## config.mk

```make
export PLATFORM = sky130hd
export DESIGN_NAME = mmio_hex_monitor
export DESIGN_NICKNAME = d
export VERILOG_FILES = /design/src/rtl/mmio_hex_monitor.sv
export SDC_FILE = /design/constraint.sdc
export NUM_CORES = 1
export LEC_CHECK = 0
export CORE_UTILIZATION = 55
export DETAILED_ROUTE_END_ITERATION = 7
export GPL_TIMING_DRIVEN = 0
export PLACE_DENSITY = 0.85
export SLEW_MARGIN = 20
export SYNTH_ARGS = -nofsm -noshare
export SYNTH_HDL_FRONTEND = slang
export SYNTH_SLANG_ARGS = --single-unit
```

## constraint.sdc

```tcl
create_clock -name clock -period 2.8 [get_ports clock]
set_clock_uncertainty 0.15 [all_clocks]
set_input_delay 0.28 -clock clock [delete_from_list [all_inputs] [get_ports clock]]
set_output_delay 0.28 -clock clock [all_outputs]
set_load 0.02 [all_outputs]
```

## src/rtl/mmio_hex_monitor.sv

```systemverilog
// Captures each change of a 24-bit memory-mapped word into a small FIFO and shows
// queued values one at a time on six active-low seven-segment digits.
module mmio_hex_monitor #(
   parameter int HOLD_CYCLES = 25_000_000,
   parameter int DEPTH       = 4
) (
   input  logic                     clock,
   input  logic                     reset_n,
   input  logic [23:0]              watch_in,
   output logic [6:0]               hex0,
   output logic [6:0]               hex1,
   output logic [6:0]               hex2,
   output logic [6:0]               hex3,
   output logic [6:0]               hex4,
   output logic [6:0]               hex5,
   output logic [$clog2(DEPTH):0]   fill,
   output logic                     busy,
   output logic                     overflow
);

   localparam int AW = $clog2(DEPTH);
   localparam int TW = $clog2(HOLD_CYCLES) + 1;

   localparam logic [AW:0]   FILL_FULL  = (AW+1)'(DEPTH);
   localparam logic [AW:0]   FILL_ONE   = (AW+1)'(1);
   localparam logic [AW:0]   FILL_ZERO  = '0;
   localparam logic [AW-1:0] PTR_ONE    = AW'(1);
   localparam logic [TW-1:0] TIMER_LOAD = TW'(HOLD_CYCLES - 1);
   localparam logic [TW-1:0] TIMER_ONE  = TW'(1);
   localparam logic [TW-1:0] TIMER_ZERO = '0;

   typedef enum logic {
      S_IDLE = 1'b0,
      S_SHOW = 1'b1
   } state_t;

   state_t          r_state;
   state_t          w_next_state;

   logic [23:0]     r_prev;
   logic [23:0]     r_mem [DEPTH];
   logic [AW-1:0]   r_wr_ptr;
   logic [AW-1:0]   r_rd_ptr;
   logic [AW:0]     r_fill;
   logic [TW-1:0]   r_timer;
   logic [23:0]     r_disp;
   logic            r_blank;
   logic            r_overflow;

   logic            w_change;
   logic            w_full;
   logic            w_pop;
   logic            w_push;
   logic            w_drop;

   function automatic logic [6:0] seg7(input logic [3:0] nib);
      logic [6:0] seg;
      case (nib)
         4'h0:    seg = 7'b1000000;
         4'h1:    seg = 7'b1111001;
         4'h2:    seg = 7'b0100100;
         4'h3:    seg = 7'b0110000;
         4'h4:    seg = 7'b0011001;
         4'h5:    seg = 7'b0010010;
         4'h6:    seg = 7'b0000010;
         4'h7:    seg = 7'b1111000;
         4'h8:    seg = 7'b0000000;
         4'h9:    seg = 7'b0010000;
         4'hA:    seg = 7'b0001000;
         4'hB:    seg = 7'b0000011;
         4'hC:    seg = 7'b1000110;
         4'hD:    seg = 7'b0100001;
         4'hE:    seg = 7'b0000110;
         default: seg = 7'b0001110;
      endcase
      return seg;
   endfunction

   // A pop only happens from IDLE, so a full FIFO can accept a change in the pop cycle.
   always_comb begin
      w_change = (watch_in != r_prev);
      w_full   = (r_fill == FILL_FULL);
      w_pop    = (r_state == S_IDLE) && (r_fill != FILL_ZERO);
      w_push   = w_change && (!w_full || w_pop);
      w_drop   = w_change && w_full && !w_pop;
   end

   always_comb begin
      w_next_state = r_state;
      case (r_state)
         S_IDLE: begin
            if (w_pop) begin
               w_next_state = S_SHOW;
            end
         end
         S_SHOW: begin
            if (r_timer == TIMER_ZERO) begin
               w_next_state = S_IDLE;
            end
         end
         default: w_next_state = S_IDLE;
      endcase
   end

   always_ff @(posedge clock) begin
      if (!reset_n) begin
         r_state <= S_IDLE;
      end else begin
         r_state <= w_next_state;
      end
   end

   always_ff @(posedge clock) begin
      if (!reset_n) begin
         r_prev <= '0;
      end else begin
         r_prev <= watch_in;
      end
   end

   // Storage is not reset; the cleared pointers and fill make old entries unreachable.
   always_ff @(posedge clock) begin
      if (reset_n && w_push) begin
         r_mem[r_wr_ptr] <= watch_in;
      end
   end

   always_ff @(posedge clock) begin
      if (!reset_n) begin
         r_wr_ptr <= '0;
         r_rd_ptr <= '0;
         r_fill   <= '0;
      end else begin
         if (w_push) begin
            r_wr_ptr <= r_wr_ptr + PTR_ONE;
         end
         if (w_pop) begin
            r_rd_ptr <= r_rd_ptr + PTR_ONE;
         end
         case ({w_push, w_pop})
            2'b10:   r_fill <= r_fill + FILL_ONE;
            2'b01:   r_fill <= r_fill - FILL_ONE;
            default: r_fill <= r_fill;
         endcase
      end
   end

   always_ff @(posedge clock) begin
      if (!reset_n) begin
         r_timer <= '0;
         r_disp  <= '0;
         r_blank <= 1'b1;
      end else if (w_pop) begin
         r_timer <= TIMER_LOAD;
         r_disp  <= r_mem[r_rd_ptr];
         r_blank <= 1'b0;
      end else if ((r_state == S_SHOW) && (r_timer != TIMER_ZERO)) begin
         r_timer <= r_timer - TIMER_ONE;
      end
   end

   always_ff @(posedge clock) begin
      if (!reset_n) begin
         r_overflow <= 1'b0;
      end else if (w_drop) begin
         r_overflow <= 1'b1;
      end
   end

   assign hex0     = r_blank ? 7'b1111111 : seg7(r_disp[3:0]);
   assign hex1     = r_blank ? 7'b1111111 : seg7(r_disp[7:4]);
   assign hex2     = r_blank ? 7'b1111111 : seg7(r_disp[11:8]);
   assign hex3     = r_blank ? 7'b1111111 : seg7(r_disp[15:12]);
   assign hex4     = r_blank ? 7'b1111111 : seg7(r_disp[19:16]);
   assign hex5     = r_blank ? 7'b1111111 : seg7(r_disp[23:20]);
   assign fill     = r_fill;
   assign busy     = (r_state == S_SHOW);
   assign overflow = r_overflow;

endmodule

```

### After elaboration in Yosys (flattened, before gate mapping)

Memories as Yosys holds them, arrays and structs flattened. A register that Yosys moved wholly into a read port is not among the register bits.
Cells that the tools add are included.

* $add $sub $neg: 5
* equal/unequal tests: 4
* multiplexer cells: 14
* bitwise gates (word level): 2
* reductions and logical operators: 16

Operator list (number)
* 2-to-1 mux 25 bit: 2
* 2-to-1 mux 7 bit: 6
* zero test 26 bit: 1
* nonzero test 26 bit: 1
* subtractor 26 x 1 -> 26 bit (second input constant): 1
* != test 24 bit: 1
* logical AND 1 bit: 6
* case mux 3 bit (2 select lines): 1
* adder 2 x 1 -> 2 bit (second input constant): 2
* 2-to-1 mux 1 bit: 4
* nonzero test 2 bit: 2
* adder 3 x 1 -> 3 bit (second input constant): 1
* == test 3 bit (second input constant): 1
* zero test 1 bit: 3
* nonzero test 3 bit: 1
* subtractor 3 x 1 -> 3 bit (second input constant): 1
* == test 2 x 1 -> 1 bit (second input constant): 1
* == test 2 bit (second input constant): 1
* inverter 1 bit: 2
* case mux 1 bit (2 select lines): 1
* OR reduction 2 bit: 1
* logical OR 1 bit: 1

* memories kept: 7
* output and inout bits: 47
* input bits: 26
* word-level logic and storage cells: 57
* flip-flop bits (word level): 60
* ROM bits: 672
* bits in writable memories: 96

Memory list
* (no name shown): words 16, bits a word 7, read ports 1, clocked after Yosys merged registers in 0, wr ports 0, line 58 `case (nib)`
* (no name shown): words 16, bits a word 7, read ports 1, clocked after Yosys merged registers in 0, wr ports 0, line 58
* (no name shown): words 16, bits a word 7, read ports 1, clocked after Yosys merged registers in 0, wr ports 0, line 58
* (no name shown): words 16, bits a word 7, read ports 1, clocked after Yosys merged registers in 0, wr ports 0, line 58
* (no name shown): words 16, bits a word 7, read ports 1, clocked after Yosys merged registers in 0, wr ports 0, line 58
* (no name shown): words 16, bits a word 7, read ports 1, clocked after Yosys merged registers in 0, wr ports 0, line 58
* +1 memories

### Longest topological paths before layout

* word-level depth: 7
* mapped depth: 9
* mapped depth without buffers: 8

### Worst setup path before layout

No wires, ideal clock.

* kind: register -> register
* start point: reg r_state (netlist: busy)
* end point: reg r_fill[1] (netlist: fill[1])
* library setup time: 0.120 ns
* arrival time: 2.364 ns
* period minus slack after synthesis: 2.634 ns
* cell stages (with the launch flop): 10
* buffers on the path: 3
* path slack: 0.166 ns
* data required time: 2.530 ns
* cells stage by stage: dfxtp_1 -> clkbuf_1 -> or2_2 -> clkbuf_1 -> clkbuf_1 -> nor3_1 -> fa_1 -> nand4_1 -> o21ai_0 -> o31a_1

* word-level cells in the longest chain between the ends: 6
* elaborated cells on any way between the ends: 8
* classes of those cells: eq/ne: 2; mux: 1; bitwise: 1; reduce/logical: 4

Ends and longest elaborated chain
* start, declared: line 37 `state_t r_state;`
* start signal, assigned: line 109 `r_state <= w_next_state;`
* inverter 1 bit (*): line 83 `w_pop = (r_state == S_IDLE) && (r_fill != FILL_ZERO);`
* logical AND 1 bit (*): line 83
* logical OR 1 bit: line 84 `w_push = w_change && (!w_full || w_pop);`
* logical AND 1 bit: line 84
* == test 2 x 1 -> 1 bit / == test 2 bit (equally long branches): line 140 `case ({w_push, w_pop})`
* case mux 3 bit (2 select lines) / nonzero test 2 bit (equally long branches)
* end signal, assigned: line 141 `2'b10: r_fill <= r_fill + FILL_ONE;`
* end signal, assigned: line 142 `2'b01: r_fill <= r_fill - FILL_ONE;`
* end signal, assigned: line 143 `default: r_fill <= r_fill;`
* end, declared: line 44 `logic [AW:0] r_fill;`

Mark *: on every way between the ends. The rest lies on a longest branch, timed or not.
A chain may end at the register's enable or synchronous reset.

### Final worst setup path

* start point: reg r_disp[4], read port of r_mem
* end point: out hex1[3]

* word-level cells in the longest chain between the ends: 2

Ends and longest elaborated chain
* start, declared: line 46 `logic [23:0] r_disp;`
* memory read (16 x 7 bit)
* 2-to-1 mux 7 bit: line 171 `assign hex1 = r_blank ? 7'b1111111 : seg7(r_disp[7:4]);`
* end, declared: line 11 `output logic [6:0] hex1,`

Every way passes these cells.

==> metrics.txt <==
Clock transition at path regs=0.07 ns; Multi-input gate area=3910 um^2; switching power total=4.13 mW; critical setup path kind=flop to output port; CP max FO=7; Area contributors post-synth=edfxtp_1 (33%), dfxtp_1 (19%), mux4_2 (7.8%); storage element area=4590 um^2; grt ovf=0; vias in the first global route=5914; Placed Cells=1024; Pwr Total=10.6 mW; Final Cell Area=10300 um^2; Hold Path Class=input pin to flop; Sum Neg Setup Slack=0 ns; Post-synth top flop=edfxtp_1; Slew @ Worst Pin=0.706 ns; maximum VDD drop=523 uV; Clock Tree Buf Depth=2; fillers=1107; postcts setup bufs=0; Top Ports=73; root buf cell=clkbuf_16; Synth Instances=741; fin. max-slew vios=0; vias post-DR=6015; Diodes inserted=0; Final Hold Vio Count=0; Post-Syn Area=8670 um^2; share of synthesized registers carrying an async set or reset=0%; combinational share of power=43.7%; WP data required=2.37 ns; P_leak=3.76 nW; top cell type's share of synthesized area=33.3%; antenna violations before repair=0; RePlAce Congestion=0.854; port bufs=72; Final Cycle Share=97.9%; #FFs+latches synth=180; CTS tree=done; # nets final=901; total wire length=18400 um; cell taking the most area after synthesis=edfxtp_1; Die X-Extent=128 um; GRT Total Usage=24.3%; Achievable Freq=365 MHz; crit path DAT=2.31 ns; layout cells sized above 1=15.6%; Final Non-Filler Cells=1056; chip height=128 um; Int Power=6.44 mW; Avg Inst Size Synth=11.7 um^2; largest net degree at the start of global routing=25; Slew Limit Headroom=53.0%; Setup violations, final=0; Switching Fraction=39.1%; Core Region=15300 um^2; TritonCTS buffer count=17; post-synth net total=810; Post-synth EDFFs=96; fin crit period=2.74 ns; Pwr Density=1020 nW/um^2; status=finished clean; Iter 0 DRT Violations=439; commonest cells in the netlist=edfxtp_1 (96), nand2_1 (92), dfxtp_1 (84), a21oi_1 (51), nor2_1 (44); Clock power frac=21.9%; clk sink count=180; YS warnings=0; antenna-violating nets left=0; placed inst area=9660 um^2; hpwl dp=12700 um; Area Overhead vs Synth=19.3%; MaxCap Viol Count=0; count leader, synth=edfxtp_1; post-cts hold buffer count=0; vias per inst=5.70; post-synthesis sequential area ratio=52.7%; clk_lat worst skew=0.43 ns; CTS HTree Levels=4; CP endpoint kind=output port; Cell Rows=45; DRC Markers=0; startpoint types=flop; Yosys cell types=52; sequential fraction of design power=34.4%; routed len/inst=17.5 um; Starting Density=56.6%; DRT Pass-1 Iters=5; final core utilization=67.5%; first-pass GRT wire length=30200 um; die area=16300 um^2
==> timing repair <==
action                     CTS  global route
setup endpoints to repair   31           123
cloned                       0             0
resized for setup           27            36
pin swaps                    0             2
==> power by group through the flow <==
stage / combinational, mW / clock, mW / sequential (mW)
after global routing: 5.03 / 2.46 / 3.69
after floorplan: 3.16 / 0 / 3.58
final: 4.62 / 2.32 / 3.63
after CTS: 4.58 / 2.34 / 3.61
after global placement: 4.45 / 0 / 3.63
after detailed placement: 4.55 / 0 / 3.65
==> area by class of cell <==
type                       instances  area share [%]
clock buffer                      17            4.11
inverter                          23           0.835
tap                              211            2.55
buffer                            41            1.73
timing repair buffer              72            7.00
clock inverter                    15            1.52
sequential                       180            44.4
multi-input combinational        497            37.8
==> worst max-delay path, cell delays in order, from the launching register on <==
cell and delay [ns]:
dfxtp_4 0.39, inv_1 0.10, ha_1 0.29, inv_1 0.05
mux4_2 0.43, or2_2 0.28, dlygate4sd2_1 0.32
==> cell families (layout without fill, tap and decap cells) <==
| logic type | after synthesis | after routing | share of synthesized area, % |
|---|---|---|---|
| adders and majority gates | 43 | 43 | 6.29 |
| DFF | 180 | 180 | 52.7 |
| AOI/OAI and AO/OA | 99 | 99 | 7.58 |
| and+or+nand+nor | 247 | 247 | 14.4 |
| xor gates and xnor gates | 48 | 48 | 4.85 |
| buffers and inverters | 64 | 168 | 2.79 |
| muxes | 60 | 60 | 11.4 |
==> flip-flops by register name, summed over array words and instances, names as in the netlist <==
name / count
r_prev: 24
r_blank: 1
r_rd_ptr: 2
r_timer: 26
r_disp: 24
overflow: 1
busy: 1
r_mem: 96
r_wr_ptr: 2
fill: 3
==> final timing paths <==
kind | startpoint | to | slack (ns) | depth (start not counted)
max reg2reg | busy$_SDFF_PN0_ | fill[1]$_SDFFE_PN0P_ | 0.13 | 9
min | watch_in[20] | r_mem[2][20]$_DFFE_PP_ | 0.11 | 1
min reg2reg | overflow$_SDFFE_PN0P_ | overflow$_SDFFE_PN0P_ | 0.33 | 1
max | r_disp[4]$_SDFFE_PN0P_ | hex1[3] | 0.06 | 6
==> layer usage <==
| metal | GRT usage, % | routed length (um) | vias up |
|---|---|---|---|
| met3 | 4.40 | 819 | 30 |
| li1 | - | - | 2858 |
| met4 | 9.94 | 308 | 0 |
| met5 | 0 | 0 | - |
| met2 | 41.3 | 9270 | 171 |
| met1 | 30.9 | 8040 | 2956 |
==> per-stage QoR <==
| stage | hold slack, ns | worst slack, ns |
|---|---|---|
| after global routing | 0.113 | -0.0427 |
| after CTS | 0.329 | 0.00489 |
| after detailed placement | 0.313 | -0.590 |
| after floorplan | 0.229 | 0.166 |
| after global placement | 0.307 | -0.747 |
| final | 0.112 | 0.0596 |
==> cells in the final DEF (no fill, tap or decap), types with 6 or more instances in the layout <==
cell             instances
dfxtp_2                  6
mux2i_1                 19
clkdlybuf4s50_1         62
nand2_1                 92
a221o_1                  7
o21ai_0                  9
xnor2_1                 19
edfxtp_1                96
inv_1                   19
nor3_1                  20
or2_2                    8
dfxtp_4                  6
clkbuf_1                26
and2_1                  25
clkbuf_2                11
nand3_1                  7
ha_1                    42
nor2_1                  44
nor4_1                  11
xor2_1                  29
a21oi_1                 51
dfxtp_1                 72
a31oi_1                  6
a211o_1                 12
mux4_2                  30
clkbuf_16               17
mux2_2                  11
Power figures use the tool's default switching activity.
